**src/rtl/mem_req_arbiter.sv**
```systemverilog
// Arbitrates the instruction-fetch and data-access request channels onto one shared memory port.
// An in-order source-ID FIFO routes each response back to the channel that issued the request.
module mem_req_arbiter #(
  parameter int MAX_OUTSTANDING = 4,
  parameter int ADDR_W          = 32,
  parameter int DATA_W          = 32
) (
  input  logic              clk,
  input  logic              reset,

  input  logic              inst_req,
  input  logic              inst_wr,
  input  logic [1:0]        inst_size,
  input  logic [ADDR_W-1:0] inst_addr,
  input  logic [3:0]        inst_wstrb,
  input  logic [DATA_W-1:0] inst_wdata,
  output logic              inst_addr_ok,
  output logic              inst_data_ok,
  output logic [DATA_W-1:0] inst_rdata,

  input  logic              data_req,
  input  logic              data_wr,
  input  logic [1:0]        data_size,
  input  logic [ADDR_W-1:0] data_addr,
  input  logic [3:0]        data_wstrb,
  input  logic [DATA_W-1:0] data_wdata,
  output logic              data_addr_ok,
  output logic              data_data_ok,
  output logic [DATA_W-1:0] data_rdata,

  output logic              mem_req,
  output logic              mem_wr,
  output logic [1:0]        mem_size,
  output logic [ADDR_W-1:0] mem_addr,
  output logic [3:0]        mem_wstrb,
  output logic [DATA_W-1:0] mem_wdata,
  input  logic              mem_addr_ok,
  input  logic              mem_data_ok,
  input  logic [DATA_W-1:0] mem_rdata,

  output logic              resp_err
);

  localparam int PTR_W = $clog2(MAX_OUTSTANDING);
  localparam int CNT_W = PTR_W + 1;
  localparam logic [CNT_W-1:0] FULL_CNT = CNT_W'(MAX_OUTSTANDING);

  typedef enum logic [1:0] {
    IDLE   = 2'd0,
    HOLD_D = 2'd1,
    HOLD_I = 2'd2
  } state_t;

  state_t state, state_next;

  logic [MAX_OUTSTANDING-1:0] id_fifo;
  logic [PTR_W-1:0]           rd_ptr, wr_ptr;
  logic [CNT_W-1:0]           count;

  logic full, gnt_valid, gnt_data, accept, pop, head_is_data;

  assign full = (count == FULL_CNT);

  // A held channel keeps the port until accepted; full only masks mem_req, never the ownership.
  always_comb begin
    state_next = state;
    gnt_valid  = 1'b0;
    gnt_data   = 1'b0;
    case (state)
      IDLE: begin
        if (!full) begin
          if (data_req) begin
            gnt_valid = 1'b1;
            gnt_data  = 1'b1;
          end else if (inst_req) begin
            gnt_valid = 1'b1;
          end
        end
        if (gnt_valid && !mem_addr_ok)
          state_next = gnt_data ? HOLD_D : HOLD_I;
      end
      HOLD_D: begin
        gnt_valid = !full;
        gnt_data  = 1'b1;
        if (gnt_valid && mem_addr_ok)
          state_next = IDLE;
      end
      HOLD_I: begin
        gnt_valid = !full;
        if (gnt_valid && mem_addr_ok)
          state_next = IDLE;
      end
      default: state_next = IDLE;
    endcase
  end

  assign mem_req   = gnt_valid;
  assign mem_wr    = gnt_data ? data_wr    : inst_wr;
  assign mem_size  = gnt_data ? data_size  : inst_size;
  assign mem_addr  = gnt_data ? data_addr  : inst_addr;
  assign mem_wstrb = gnt_data ? data_wstrb : inst_wstrb;
  assign mem_wdata = gnt_data ? data_wdata : inst_wdata;

  assign accept       = gnt_valid & mem_addr_ok;
  assign data_addr_ok = accept & gnt_data;
  assign inst_addr_ok = accept & ~gnt_data;

  assign pop          = mem_data_ok & (count != '0);
  assign head_is_data = id_fifo[rd_ptr];
  assign data_data_ok = pop & head_is_data;
  assign inst_data_ok = pop & ~head_is_data;
  assign data_rdata   = mem_rdata;
  assign inst_rdata   = mem_rdata;

  always_ff @(posedge clk) begin
    if (reset) begin
      state <= IDLE;
    end else begin
      state <= state_next;
    end
  end

  // Pointers wrap naturally because the depth is a power of two.
  always_ff @(posedge clk) begin
    if (reset) begin
      id_fifo  <= '0;
      rd_ptr   <= '0;
      wr_ptr   <= '0;
      count    <= '0;
      resp_err <= 1'b0;
    end else begin
      if (accept) begin
        id_fifo[wr_ptr] <= gnt_data;
        wr_ptr          <= wr_ptr + PTR_W'(1);
      end
      if (pop)
        rd_ptr <= rd_ptr + PTR_W'(1);
      if (accept && !pop)
        count <= count + CNT_W'(1);
      else if (!accept && pop)
        count <= count - CNT_W'(1);
      if (mem_data_ok && count == '0)
        resp_err <= 1'b1;
    end
  end

endmodule

```
**config.mk**
```make
export PLATFORM = sky130hd
export DESIGN_NAME = mem_req_arbiter
export DESIGN_NICKNAME = d
export VERILOG_FILES = /design/src/rtl/mem_req_arbiter.sv
export SDC_FILE = /design/constraint.sdc
export NUM_CORES = 1
export LEC_CHECK = 0
export BUFFER_PORTS_ARGS = -buffer_cell sky130_fd_sc_hd__buf_2
export CORE_AREA = 2 2 123 125
export CTS_CLUSTER_DIAMETER = 30
export CTS_CLUSTER_SIZE = 24
export DETAILED_ROUTE_END_ITERATION = 8
export DIE_AREA = 0 0 125 127
export REMOVE_ABC_BUFFERS = 1
export SLEW_MARGIN = 25
export SYNTH_ARGS = -nofsm -noshare
export SYNTH_HDL_FRONTEND = slang
export SYNTH_SLANG_ARGS = --single-unit
export TNS_END_PERCENT = 5
```
**constraint.sdc**
```tcl
create_clock -name clk -period 6.56 [get_ports clk]
set_clock_uncertainty 0.1 [all_clocks]
set_input_delay 1.64 -clock clk [delete_from_list [all_inputs] [get_ports clk]]
set_output_delay 1.64 -clock clk [all_outputs]
set_load 0.02 [all_outputs]
```
== Word level (Yosys, flattened, before mapping) ==
Cells that the tools add are included.

* Register bits after elaboration: 14
* Latch bits: 0
* Bits in writable memories: 0
* ROM bits: 0
* Output and inout bits: 141
* Memories kept: 0

* $add $sub $neg: 4
* $mul: 0
* Div/mod/pow operators: 0
* Order comparisons: 3
* Equal/unequal tests: 5
* Shift-type cells: 0
* Muxes and demuxes: 25
* Bitwise operators: 8
* Reductions and logical operators: 16

{| class="wikitable"
|+ Operator list
! kind !! number
|-
| $mux W32 || 2
|-
| $mux W1 || 10
|-
| $mux W2 || 4
|-
| $and A1 B1 Y1 || 6
|-
| $logic_and A1 B1 Y1 || 6
|-
| $lt A2 B3 Y1 const B || 2
|-
| $mux W3 || 2
|-
| $add A2 B1 Y2 const B || 2
|-
| $bwmux W4 || 1
|-
| $logic_not A1 Y1 || 4
|-
| $mux W4 || 1
|-
| $pmux W1 S2 || 2
|-
| $pmux W2 S2 || 1
|-
| $add A3 B1 Y3 const B || 1
|-
| $eq A3 B3 Y1 const B || 1
|-
| $logic_not A3 Y1 || 1
|-
| $reduce_bool A3 Y1 || 1
|-
| $sub A3 B1 Y3 const B || 1
|-
| $bmux W1 S2 || 1
|-
| $demux W1 S2 || 1
|-
| $eq A2 B1 Y1 const B || 1
|-
| $eq A2 B2 Y1 const B || 1
|-
| $ge A2 B1 Y1 const B || 1
|-
| $logic_not A2 Y1 || 1
|-
| other kinds (6) || 7
|}

== Logic depth before layout (Yosys ltp) ==
* Word-level depth: 10
* Depth in mapped cells: 10

== Worst setup path before layout ==
Ideal clock, no wire load.

* Path kind: in2out
* Start point: in data_req
* End point: out mem_size[0]
* Arrival time: 2545 ps
* Data required time: 4820 ps
* Slack: 2275 ps
* Stages: 3
* Path through: a31oi_4 buf_6 mux2_1

* Longest elaborated chain between the ends: 5

{| class="wikitable"
|+ RTL lines
! what !! RTL line !! RTL
|-
| start: declaration || 21 || <nowiki>input logic data_req,</nowiki>
|-
| $mux W1 || 72 || <nowiki>if (data_req) begin</nowiki>
|-
| $mux W1 || 71 || <nowiki>if (!full) begin</nowiki>
|-
| $mux W1 || 69 || <nowiki>case (state)</nowiki>
|-
| $pmux W1 S2 || 69 ||
|-
| $mux W2 || 99 || <nowiki>assign mem_size = gnt_data ? data_size : inst_size;</nowiki>
|-
| end: declaration || 33 || <nowiki>output logic [1:0] mem_size,</nowiki>
|}

Every way passes these cells. The select of a mux whose other input is x is not followed.

== Worst setup path in the final report ==
* Start point: in data_req
* End point: out mem_addr[9]

* Longest elaborated chain between the ends: 5

{| class="wikitable"
|+ RTL lines
! what !! RTL line !! RTL
|-
| $mux W1 || 72 ||
|-
| $mux W1 || 71 ||
|-
| $mux W1 || 69 ||
|-
| $pmux W1 S2 || 69 ||
|-
| $mux W32 || 100 || <nowiki>assign mem_addr = gnt_data ? data_addr : inst_addr;</nowiki>
|-
| end: declaration || 34 || <nowiki>output logic [ADDR_W-1:0] mem_addr,</nowiki>
|}

Every way passes these cells. The select of a mux whose other input is x is not followed.

==> impl_metrics.csv <==
group,metric,value,unit
synthesis,synth-seq-cells,14,
die,start_util,0.157,
clocking,clk_latency,0.24,ns
die,fp.dieW,125,um
route,wirelength,18.1,mm
route,drt.antenna.violating_nets,0,
clocking,clock_sinks,14,
clocking,cts_hold_buffers,0,
clocking,post-cts-setup-buffers,0,
synthesis,async_flop_share,0,
clocking,cts-root-buf,"clkbuf_16",
sta,worst_pin_slew,0.925,ns
placed_design,placed_cell_area,3040,um2
die,dieArea,15900,um2
pwr,power.leakage,1.57,nW
synthesis,synth_edf_count,0,
critical_path,critPathCaptureType,"output pin",
finish,area_delta_synth_final,38.2,%
synthesis,syn_area_per_cell,9.42,um2
synthesis,synth_top_family_by_area,"multiplexers",
clocking,cts_resized,0,
clocking,clockBufferDepth,2,
finish,drive_above_1_share,0.739,
sta,slew_violations,0,
synthesis,synth_fa_ha_area_frac,0.0531,
critical_path,crit_arrival,3.32,ns
sta,timing.final.hold_violations,0,
route,drc,0,
synthesis,yosysUniqueCellTypes,36,
synthesis,synthCells,240,
finish,fillers,1613,
outcome,status,"completed",
sta,tns,0,ns
global_routing,grt_antenna_before_repair,5,
route,routedWlPerCell,31.1,um
critical_path,required,4.82,ns
global_routing,grt_usage,0.214,
sta,hold_slack,0.364,ns
synthesis,yosysSeqAreaShare,0.124,
synthesis,synth_warnings,0,
placed_design,gp_congestion,0.861,
sta,fmax,0.198,GHz
synthesis,ys.flop_type,"dfxtp_1",
pwr,powerDensity,356,nW/um2
synthesis,synth.mux.area_fraction,0.395,
clocking,cts.clk_slew.worst_paths,0.04,ns
critical_path,cp-start-kind,"input port",
die,io-pin-count,321,
die,rows,44,
sta,period_share,0.772,
route,first_pass_iters,4,
finish,fin_util,0.217,
clocking,cts_buffers,3,
sta,rsz0062_at_grt,"false",
synthesis,synthXorXnorAreaFrac,0.0155,
synthesis,synthesis.area,2260,um2
global_routing,grt_pass1_wl,22.4,mm
min_path,hold_class,"reg -> reg",
clocking,cts_tree,"built",
synthesis,synth_compound_area_frac,0.0631,
clocking,htreeDepth,1,
route,detailroute.via_count,2466,
placed_design,numPortBuffers,224,
run,max_cap_viol_count,0,
sta,timing.slew.headroom,0.383,
finish,nNetsFinal,585,
die,die_y,127,um
global_routing,grt_overflow,0,
synthesis,yosys.area_share.simple,0.0836,
sta,period_needed,5.06,ns
global_routing,grt_max_degree,74,
global_routing,grt_pass1_vias,2411,
route,vias_per_cell,4.24,
sta,finalSetupViolations,0,
die,coreArea,14400,um2
placed_design,place_hpwl,16.6,mm
finish,fin_area,3120,um2
pwr,ir_drop,0.149,mV
route,drt_iter0_drc,99,
critical_path,worstSetupPathType,"in -> out",
critical_path,cp_max_fo,73,
-- report_power, final --
part / internal, mW / total, mW / switching [mW]
combinational: 0.354 / 0.861 / 0.507
clock: 0.0796 / 0.113 / 0.0335
sequential: 0.108 / 0.138 / 0.0297
total: 0.542 / 1.11 / 0.570
-- routing by layer --
layer,global-route usage,vias to the layer above,routed length (um)
met3,0.161,15,3140
met5,0.0495,-,96
met2,0.399,264,9320
met4,0.0529,4,509
li1,-,1098,-
met1,0.174,1085,4990
-- critical path, cell delays in order --
cell     delay, ns
buf_2         0.15
a31oi_4       0.12
buf_4         0.72
mux2_2        0.46
buf_2         0.18
-- final timing paths --
| kind | startpoint | to | slack, ns | cells after the start |
|---|---|---|---|---|
| hold reg to reg | id_fifo[3]$_SDFFE_PP0P_ | id_fifo[3]$_SDFFE_PP0P_ | 0.36 | 2 |
| hold / removal | id_fifo[3]$_SDFFE_PP0P_ | id_fifo[3]$_SDFFE_PP0P_ | 0.36 | 2 |
| setup reg to reg | state[1]$_SDFFE_PP0P_ | count[2]$_SDFFE_PP0P_ | 3.74 | 10 |
| setup / recovery | data_req | mem_addr[9] | 1.50 | 5 |
-- registers in the layout, indices dropped and copies added (netlist names) --
signal    count
id_fifo       4
count         3
rd_ptr        2
state         2
wr_ptr        2
resp_err      1
-- cell usage in the layout (no fill, tap or decap), types with 2 or more instances in the layout --
| master | netlist | final |
|---|---|---|
| mux2i_1 | 6 | 6 |
| diode_2 | 0 | 3 |
| clkbuf_16 | 0 | 3 |
| ha_1 | 8 | 8 |
| nor2_1 | 11 | 11 |
| mux2_2 | 61 | 61 |
| a21oi_1 | 3 | 3 |
| nor3b_1 | 2 | 2 |
| inv_1 | 6 | 6 |
| or3_1 | 2 | 2 |
| a211o_1 | 2 | 2 |
| o2111ai_1 | 4 | 4 |
| o211ai_1 | 2 | 2 |
| mux2_1 | 11 | 11 |
| nand3_1 | 2 | 2 |
| nor3_1 | 2 | 2 |
| nand2_1 | 8 | 8 |
| nor2b_1 | 4 | 4 |
| dfxtp_1 | 14 | 14 |
| buf_2 | 0 | 224 |
| xor2_1 | 4 | 4 |
-- stage by stage --
step / instances / total power, mW / setup WS (ns)
global route: 579 / 1.18 / 1.41
finish: 581 / 1.11 / 1.50
detailed placement: 575 / 1.01 / 1.48
CTS: 578 / 1.13 / 1.47
global placement: 575 / 1.00 / 1.49
floorplan: 166 / 0.704 / 1.44
-- cell families after synthesis --
group,count (synthesis)
XOR/XNOR,4
AND/OR/NAND/NOR,37
AO/OA/AOI/OAI,17
multiplexers,79
buffers and inverters,80
adder cells (fa/ha/maj),9
flip-flops,14
-- synth_stat cells, types with 6 or more instances --
cell type / instances / area [um2]
buf_4: 64 / 480
mux2_2: 61 / 687
dfxtp_1: 14 / 280
mux2_1: 11 / 124
nor2_1: 11 / 41.3
buf_6: 8 / 90.1
ha_1: 8 / 100
nand2_1: 8 / 30.0
inv_1: 6 / 22.5
mux2i_1: 6 / 60.1
-- area by class of cell --
class / instances / area, um2 / share of cell area
diodes: 3 / 7.51 / 0.00240
clock buffers: 3 / 75.1 / 0.0240
flip-flops and latches: 14 / 280 / 0.0897
inverters: 6 / 22.5 / 0.00721
multi-input cells: 146 / 1380 / 0.442
well taps: 184 / 230 / 0.0737
repair buffers: 225 / 1130 / 0.361
Power figures use the tool's default switching activity.
